<file path="config.mk">
export PLATFORM = sky130hd
export DESIGN_NAME = grf_bypass_flat
export DESIGN_NICKNAME = d
export VERILOG_FILES = /design/src/rtl/grf_bypass_if.sv /design/src/rtl/grf_bypass.sv /design/src/flat_wrapper.sv
export SDC_FILE = /design/constraint.sdc
export NUM_CORES = 2
export LEC_CHECK = 0
export ABC_CLOCK_PERIOD_IN_PS = 1900
export BUFFER_PORTS_ARGS = -buffer_cell sky130_fd_sc_hd__buf_2
export CAP_MARGIN = 20
export CORE_MARGIN = 2
export CORE_UTILIZATION = 40
export CTS_BUF_LIST = sky130_fd_sc_hd__clkbuf_8
export DETAILED_ROUTE_END_ITERATION = 10
export PLACE_DENSITY = 0.61
export SETUP_SLACK_MARGIN = 0.5
export SYNTH_ARGS = -nofsm -noshare
export SYNTH_HDL_FRONTEND = slang
export SYNTH_SLANG_ARGS = --single-unit
export TNS_END_PERCENT = 100
</file>
<file path="constraint.sdc">
create_clock -name clk -period 1.9 [get_ports clk]
set_input_delay 0.19 -clock clk [delete_from_list [all_inputs] [get_ports clk]]
set_output_delay 0.19 -clock clk [all_outputs]
set_load 0.03 [all_outputs]
</file>
<file path="src/rtl/grf_bypass_if.sv">
// Write-back / decode-read bundle for the general register file.
// The pipeline side drives the write and read addresses (master); the register
// file answers with read data, the write log and the commit counter (slave).
interface grf_bypass_if #(
    parameter int DATA_W    = 32,
    parameter int NREG_LOG2 = 5
);
    logic                 we;
    logic [NREG_LOG2-1:0] wa;
    logic [DATA_W-1:0]    wd;
    logic [31:0]          pc_w;
    logic [NREG_LOG2-1:0] ra1;
    logic [NREG_LOG2-1:0] ra2;
    logic [DATA_W-1:0]    rd1;
    logic [DATA_W-1:0]    rd2;
    logic                 wlog_valid;
    logic [31:0]          wlog_pc;
    logic [NREG_LOG2-1:0] wlog_addr;
    logic [DATA_W-1:0]    wlog_data;
    logic [31:0]          wr_count;

    modport master (
        output we, wa, wd, pc_w, ra1, ra2,
        input  rd1, rd2, wlog_valid, wlog_pc, wlog_addr, wlog_data, wr_count
    );

    modport slave (
        input  we, wa, wd, pc_w, ra1, ra2,
        output rd1, rd2, wlog_valid, wlog_pc, wlog_addr, wlog_data, wr_count
    );
endinterface

</file>
<file path="src/rtl/grf_bypass.sv">
// General register file at the W end of the 5-stage pipeline.
// Register 0 reads as zero and ignores writes. Two combinational read ports,
// each with an optional same-cycle W-to-D bypass. A one-cycle-late write log and
// a free-running commit counter feed the trace.

// One read port: zero register, optional bypass of the in-flight write, else storage.
module grf_bypass_rdport #(
    parameter int DATA_W    = 32,
    parameter int NREG_LOG2 = 5,
    parameter bit BYPASS    = 1'b1
) (
    input  logic [(1<<NREG_LOG2)-1:0][DATA_W-1:0] i_regs,
    input  logic                                  i_wr_live,
    input  logic [NREG_LOG2-1:0]                  i_wa,
    input  logic [DATA_W-1:0]                     i_wd,
    input  logic [NREG_LOG2-1:0]                  i_ra,
    output logic [DATA_W-1:0]                     o_rd
);
    logic w_hit;

    // The bypass only fires while out of reset, since no write can commit then.
    assign w_hit = BYPASS && i_wr_live && (i_wa == i_ra);

    // Priority: zero register, then forwarded write data, then stored value.
    always_comb begin
        o_rd = i_regs[i_ra];
        if (i_ra == '0)
            o_rd = '0;
        else if (w_hit)
            o_rd = i_wd;
    end
endmodule

module grf_bypass #(
    parameter int DATA_W    = 32,
    parameter int NREG_LOG2 = 5,
    parameter bit BYPASS    = 1'b1
) (
    input  logic        clk,
    input  logic        reset,
    grf_bypass_if.slave bus
);
    localparam int NREG    = 1 << NREG_LOG2;
    localparam int NPORTS  = 2;

    logic [NREG-1:0][DATA_W-1:0]      r_regs;
    logic                             r_wlog_valid;
    logic [31:0]                      r_wlog_pc;
    logic [NREG_LOG2-1:0]             r_wlog_addr;
    logic [DATA_W-1:0]                r_wlog_data;
    logic [31:0]                      r_wr_count;

    logic                             w_commit;
    logic                             w_wr_live;
    logic [NPORTS-1:0][NREG_LOG2-1:0] w_ra;
    logic [NPORTS-1:0][DATA_W-1:0]    w_rd;

    // A write to register 0 is dropped entirely: no storage, log or count.
    assign w_commit  = bus.we && (bus.wa != '0);
    assign w_wr_live = bus.we && reset;

    // Register storage; entry 0 is never written so it stays at its reset zero.
    always_ff @(posedge clk or negedge reset) begin
        if (!reset)
            r_regs <= '0;
        else if (w_commit)
            r_regs[bus.wa] <= bus.wd;
    end

    // Write log: valid pulses one cycle after each commit, fields hold otherwise.
    always_ff @(posedge clk or negedge reset) begin
        if (!reset) begin
            r_wlog_valid <= 1'b0;
            r_wlog_pc    <= '0;
            r_wlog_addr  <= '0;
            r_wlog_data  <= '0;
        end else begin
            r_wlog_valid <= w_commit;
            if (w_commit) begin
                r_wlog_pc   <= bus.pc_w;
                r_wlog_addr <= bus.wa;
                r_wlog_data <= bus.wd;
            end
        end
    end

    // Commit counter, wraps naturally at 2^32.
    always_ff @(posedge clk or negedge reset) begin
        if (!reset)
            r_wr_count <= '0;
        else if (w_commit)
            r_wr_count <= r_wr_count + 32'd1;
    end

    assign w_ra = {bus.ra2, bus.ra1};

    genvar p;
    generate
        for (p = 0; p < NPORTS; p++) begin : g_rd
            grf_bypass_rdport #(
                .DATA_W   (DATA_W),
                .NREG_LOG2(NREG_LOG2),
                .BYPASS   (BYPASS)
            ) u_rd (
                .i_regs   (r_regs),
                .i_wr_live(w_wr_live),
                .i_wa     (bus.wa),
                .i_wd     (bus.wd),
                .i_ra     (w_ra[p]),
                .o_rd     (w_rd[p])
            );
        end
    endgenerate

    assign bus.rd1        = w_rd[0];
    assign bus.rd2        = w_rd[1];
    assign bus.wlog_valid = r_wlog_valid;
    assign bus.wlog_pc    = r_wlog_pc;
    assign bus.wlog_addr  = r_wlog_addr;
    assign bus.wlog_data  = r_wlog_data;
    assign bus.wr_count   = r_wr_count;
endmodule

</file>
<file path="src/flat_wrapper.sv">
// flat-port wrapper written by rule: the top's interface ports become plain ports
module grf_bypass_flat 
#(
    parameter int DATA_W    = 32,
    parameter int NREG_LOG2 = 5,
    parameter bit BYPASS    = 1'b1
)
  (clk, reset, bus_we, bus_wa, bus_wd, bus_pc_w, bus_ra1, bus_ra2, bus_rd1, bus_rd2, bus_wlog_valid, bus_wlog_pc, bus_wlog_addr, bus_wlog_data, bus_wr_count);
  grf_bypass_if #(.DATA_W(DATA_W), .NREG_LOG2(NREG_LOG2)) bus_i ();
  input  logic clk;
  input  logic reset;
  input wire logic [$bits(bus_i.we)-1:0] bus_we;
  input wire logic [$bits(bus_i.wa)-1:0] bus_wa;
  input wire logic [$bits(bus_i.wd)-1:0] bus_wd;
  input wire logic [$bits(bus_i.pc_w)-1:0] bus_pc_w;
  input wire logic [$bits(bus_i.ra1)-1:0] bus_ra1;
  input wire logic [$bits(bus_i.ra2)-1:0] bus_ra2;
  output wire logic [$bits(bus_i.rd1)-1:0] bus_rd1;
  output wire logic [$bits(bus_i.rd2)-1:0] bus_rd2;
  output wire logic [$bits(bus_i.wlog_valid)-1:0] bus_wlog_valid;
  output wire logic [$bits(bus_i.wlog_pc)-1:0] bus_wlog_pc;
  output wire logic [$bits(bus_i.wlog_addr)-1:0] bus_wlog_addr;
  output wire logic [$bits(bus_i.wlog_data)-1:0] bus_wlog_data;
  output wire logic [$bits(bus_i.wr_count)-1:0] bus_wr_count;
  assign bus_i.we = bus_we;
  assign bus_i.wa = bus_wa;
  assign bus_i.wd = bus_wd;
  assign bus_i.pc_w = bus_pc_w;
  assign bus_i.ra1 = bus_ra1;
  assign bus_i.ra2 = bus_ra2;
  assign bus_rd1 = bus_i.rd1;
  assign bus_rd2 = bus_i.rd2;
  assign bus_wlog_valid = bus_i.wlog_valid;
  assign bus_wlog_pc = bus_i.wlog_pc;
  assign bus_wlog_addr = bus_i.wlog_addr;
  assign bus_wlog_data = bus_i.wlog_data;
  assign bus_wr_count = bus_i.wr_count;
  grf_bypass #(.DATA_W(DATA_W), .NREG_LOG2(NREG_LOG2), .BYPASS(BYPASS)) u_core (.clk(clk), .reset(reset), .bus(bus_i));
endmodule
</file>
# Word level (Yosys, flattened, before mapping)
# Cells that the tools add are included.
# word_totals
reg_bits,1126
latchBits,0
ramBits,0
mem_bits_ro,0
output_inout_bits,166
word_cells,63
mem_count,0
# op_classes
addsub,1
multipliers,0
n_div,0
order_cmp,4
n_eq_ne,2
shift,0
n_mux,11
n_bitwise,0
reduce_logical,8
# op_table
operator,n
bitwise mux 1024 bit,1
binary-select mux 32 bit (select 5 bit),2
2-to-1 mux 32 bit,7
demux 32 bit (select 5 bit),1
"adder 32 x 1 -> 32 bit, second input constant",1
"< comparator 5 x 6 -> 1 bit, second input constant",3
equality test 5 bit,2
logical NOT 5 bit,2
"greater-or-equal comparator 5 x 1 -> 1 bit, second input constant",1
logical AND 1 bit,5
nonzero test 5 bit,1

# Logic depth before layout (Yosys ltp)
# depth
ltp_word,5
ltp_mapped,10

# Cells and area by module
# Synthesis repeated with hierarchy kept, for this count alone.
# hier_totals
hier_cells,4284
area_unflattened_um2,60237.8
# by_module_without_submodules
module,n_inst,cells_per_inst,area_each_um2,seq_area_each_um2
grf_bypass,1,2580,42057.8,28177.0
grf_bypass_rdport,2,852,9090.0,0.0

# Least setup slack after synthesis
# Ideal clock, no wire load.
# synth_timing
path_kind,input to output
start,in bus_ra1[0]
end,out bus_rd1[7]
t_arrival_ns,2.179
slack_ns,-0.469
path_stages,9
path_buffers,4
path_cell_list,buf_6 buf_8 buf_8 buf_8 mux2i_1 a221oi_1 a21oi_1 o21a_1 a211oi_1
# synth_between
elab_chain_len,4
# synth_lines
item,line_no,text
"start, declared",flat_wrapper.sv:16,input wire logic [$bits(bus_i.ra1)-1:0] bus_ra1;
binary-select mux 32 bit (select 5 bit) or equality test 5 bit (tied branches),"grf_bypass.sv:26, grf_bypass.sv:22",
2-to-1 mux 32 bit (implied by the code) or logical AND 1 bit (tied branches),"grf_bypass.sv:26, grf_bypass.sv:22",
2-to-1 mux 32 bit,grf_bypass.sv:29,else if (w_hit)
2-to-1 mux 32 bit (*),grf_bypass.sv:27,if (i_ra == '0)
"end, declared",flat_wrapper.sv:18,output wire logic [$bits(bus_i.rd1)-1:0] bus_rd1;
# Mark *: on every way between the ends. The rest lies on a longest branch, timed or not. The select of a mux whose other input is x is not followed.

# Final worst setup path
# layout_timing
start,reg u_core.r_regs[628] in the netlist's numbering
end,out bus_rd1[20]
# layout_between
elab_chain_len,4
# layout_lines
item,line_no,text
"start, declared",grf_bypass.sv:46,logic [NREG-1:0][DATA_W-1:0] r_regs;
"start signal, assigned by index",grf_bypass.sv:67,r_regs[bus.wa] <= bus.wd;
binary-select mux 32 bit (select 5 bit),grf_bypass.sv:26,o_rd = i_regs[i_ra];
2-to-1 mux 32 bit (implied by the code),grf_bypass.sv:26,
2-to-1 mux 32 bit,grf_bypass.sv:29,
2-to-1 mux 32 bit,grf_bypass.sv:27,
# No other way between the ends. The select of a mux whose other input is x is not followed.

==> run summary <==
Area contributors post-synth = dfrtp_1 (48%), mux2_2 (19%), mux4_2 (17%), mux2i_1 (3.7%), nand2_1 (1.9%)
Post-Syn Area = 0.0593 mm2
DRC viols = 0
CP arrival = 2.95 ns
Tmin final = 3.14 ns
vias per std cell = 5.96
Critical Path Sink Type = output pin
DR iter-0 viols = 3752
sequential fraction of the synthesis area = 0.476
synth warn = 0
Startpoint Class = flip-flop
syn avg cell area = 14.4 um2
final antenna-violating net count = 0
post-synthesis mux area share = 0.403
largest net degree at the start of global routing = 175
CTS tree = yes
area growth from synthesis to layout = 31.6%
vias in the first global route = 44.6k
Starting Density = 0.402
Die Width = 389 um
Synth Area in Simple Gates = 0.0353
main combinational cell family by area after synthesis = multiplexers
area leader, netlist = dfrtp_1
register bit total from synthesis = 1126
worst r2r path cells = 8
TritonCTS Sinks = 1126
GPL Wtd Cong = 0.875
CP max FO = 2
final worst slack = -1.24 ns
cts bufs inserted = 193
Setup CP Type = reg -> out
GRT Util Overall = 0.274
syn nets = 4200
clock latency on the worst-skew pair = 0.94 ns
port bufs = 247
commonest cells in the netlist = dfrtp_1 (1126), mux2_2 (977), mux4_2 (460), nand2_1 (306), clkbuf_1 (224)
die footprint = 0.151 mm2
Total Wirelength = 211000 um
Clock Path Buffers = 3
Slew headroom = 0.237
routed via count = 43.0k
Placed Cells = 6615
antenna violations before repair = 8
First-pass DRT Iterations = 7
Max Cap Viol = 0
measured slew at the worst slew-check pin = 1.14 ns
drt wl/cell = 29.2 um
Slew Viols, Final = 0
Leakage = 35.9 nW
synth unique cells = 60
post-synthesis xor/xnor area fraction = 0.00606
Final Cycle Share = 1.65
Util after Layout = 0.529
clk slew on worst S/H paths = 0.06 ns
nets = 5206
DP HPWL = 135000 um
post-synth top area share = 0.476
Max H-tree Level = 4
Final TNS setup = -67.54 ns
main flop type after synthesis = dfrtp_1
status = finished with violations
Site Rows = 141
Compound-Gate Fraction of Synth Area = 0.0439
layout cells sized above 1 = 0.603
number of synthesized flops with an enable pin = 0
core area = 0.147 mm2
Die Height = 389 um
most frequent cell after synthesis = dfrtp_1
Synth Area in Adders = 0.000211
failing checks = negative setup slack
Top-Level Pins = 248
Worst EP required = 1.71 ns
f_max = 318 MHz
setup violators final = 64
Finished Layout Cells = 7212
Worst Hold Depth = 4
Worst Skew = 0.0156 ns
Power Total = 74.1 mW
unrepaired setup endpoints after global routing = yes
Cell Pwr Density = 950 mW/mm2
internal reg-to-reg setup slack = 0.01 ns
Mapped Cells = 4117
first-pass GRT wire length = 305000 um
Post-synth ARST share = 1.00
grt ovf = 0
Hold Violations, Final = 0
Worst Hold Class = in -> reg
peak supply drop = 0.757 mV
CTS Root Cell = clkbuf_8
-- cell type report --
class,instances,area [um2]
timing repair buffer,1258,12700
clock inverter,97,548
inverter,10,45.0
tap,1930,2410
fill,12111,69500
antenna,5,12.5
clock buffer,252,3470
sequential,1126,28200
multi-input combinational,2534,30600
-- critical path, cell delays in order, from the launching register on --
cell	delay (ns)
dfrtp_1	0.39
mux4_2	0.48
mux4_2	0.52
a221o_2	0.44
buf_6	0.17
-- timing repair --
| action | CTS | global route |
|---|---|---|
| endpoints found under the setup margin | 190 | 1572 |
| gates resized for setup | 436 | 95 |
| buffers inserted | 78 | 54 |
| hold endpoints to repair | 1395 | 1 |
| pin swaps | 77 | 58 |
| gates cloned | 0 | 4 |
| hold buffers | 105 | 1 |
-- final timing paths --
check / from / endpoint
min: bus_wd[25] / u_core.bus.wlog_data[25]$_DFFE_PN0P_
max in group asynchronous: reset / u_core.r_regs[593]$_DFFE_PN0P_
min in group asynchronous: reset / u_core.r_regs[923]$_DFFE_PN0P_
min reg2reg: u_core.r_regs[26]$_DFFE_PN0P_ / u_core.r_regs[26]$_DFFE_PN0P_
max: u_core.r_regs[628]$_DFFE_PN0P_ / bus_rd1[20]
max reg2reg: u_core.bus.wr_count[2]$_DFFE_PN0P_ / u_core.bus.wr_count[17]$_DFFE_PN0P_
-- cells in the final DEF, fill, tap and decap left out, types with 54 or more instances in the layout --
master	n
dfrtp_1	1111
mux2_2	886
buf_4	686
mux4_2	460
nand2_1	287
clkbuf_8	252
mux2i_1	210
buf_6	206
buf_12	175
mux2_4	119
dlygate4sd3_1	104
buf_2	71
inv_1	58
a221o_2	54
-- where the power goes --
part	internal (mW)	total [mW]	switching (mW)
combinational	11.8	19.7	7.93
sequential	28.4	31.5	3.11
clock	12.3	22.9	10.6
-- sequential cells by signal, indices dropped and copies added (netlist names) --
register,flops
u_core.bus.wlog_addr,5
u_core.bus.wlog_data,32
u_core.bus.wlog_pc,32
u_core.bus.wlog_valid,1
u_core.bus.wr_count,32
u_core.r_regs,1024
-- metal layers --
layer,part of all wire,global-route usage
met5,0.00012,0
met2,0.47,0.428
met3,0.071,0.0550
met1,0.42,0.372
met4,0.045,0.123
-- stage by stage --
stage	instance area (um2)	hold WS, ns	worst slack (ns)
2_1_floorplan	60800	-0.106	-0.159
3_3_place_gp	69800	0.150	-1.06
3_5_place_dp	69800	0.151	-0.729
4_1_cts	77000	0.000688	-1.34
5_1_grt	77900	0.0646	-1.32
6_report	77900	0.100	-1.24
-- logic make-up (layout without fill, tap and decap cells) --
kind of cell / after synthesis / after routing
simple gates: 474 / 474
other cells: 0 / 5
xor+xnor: 41 / 41
fa+ha+maj: 1 / 1
buf+inv: 457 / 1617
mux: 1682 / 1682
flops: 1126 / 1126
compound gates: 336 / 336
No activity file was read; power rests on OpenSTA's default activity.
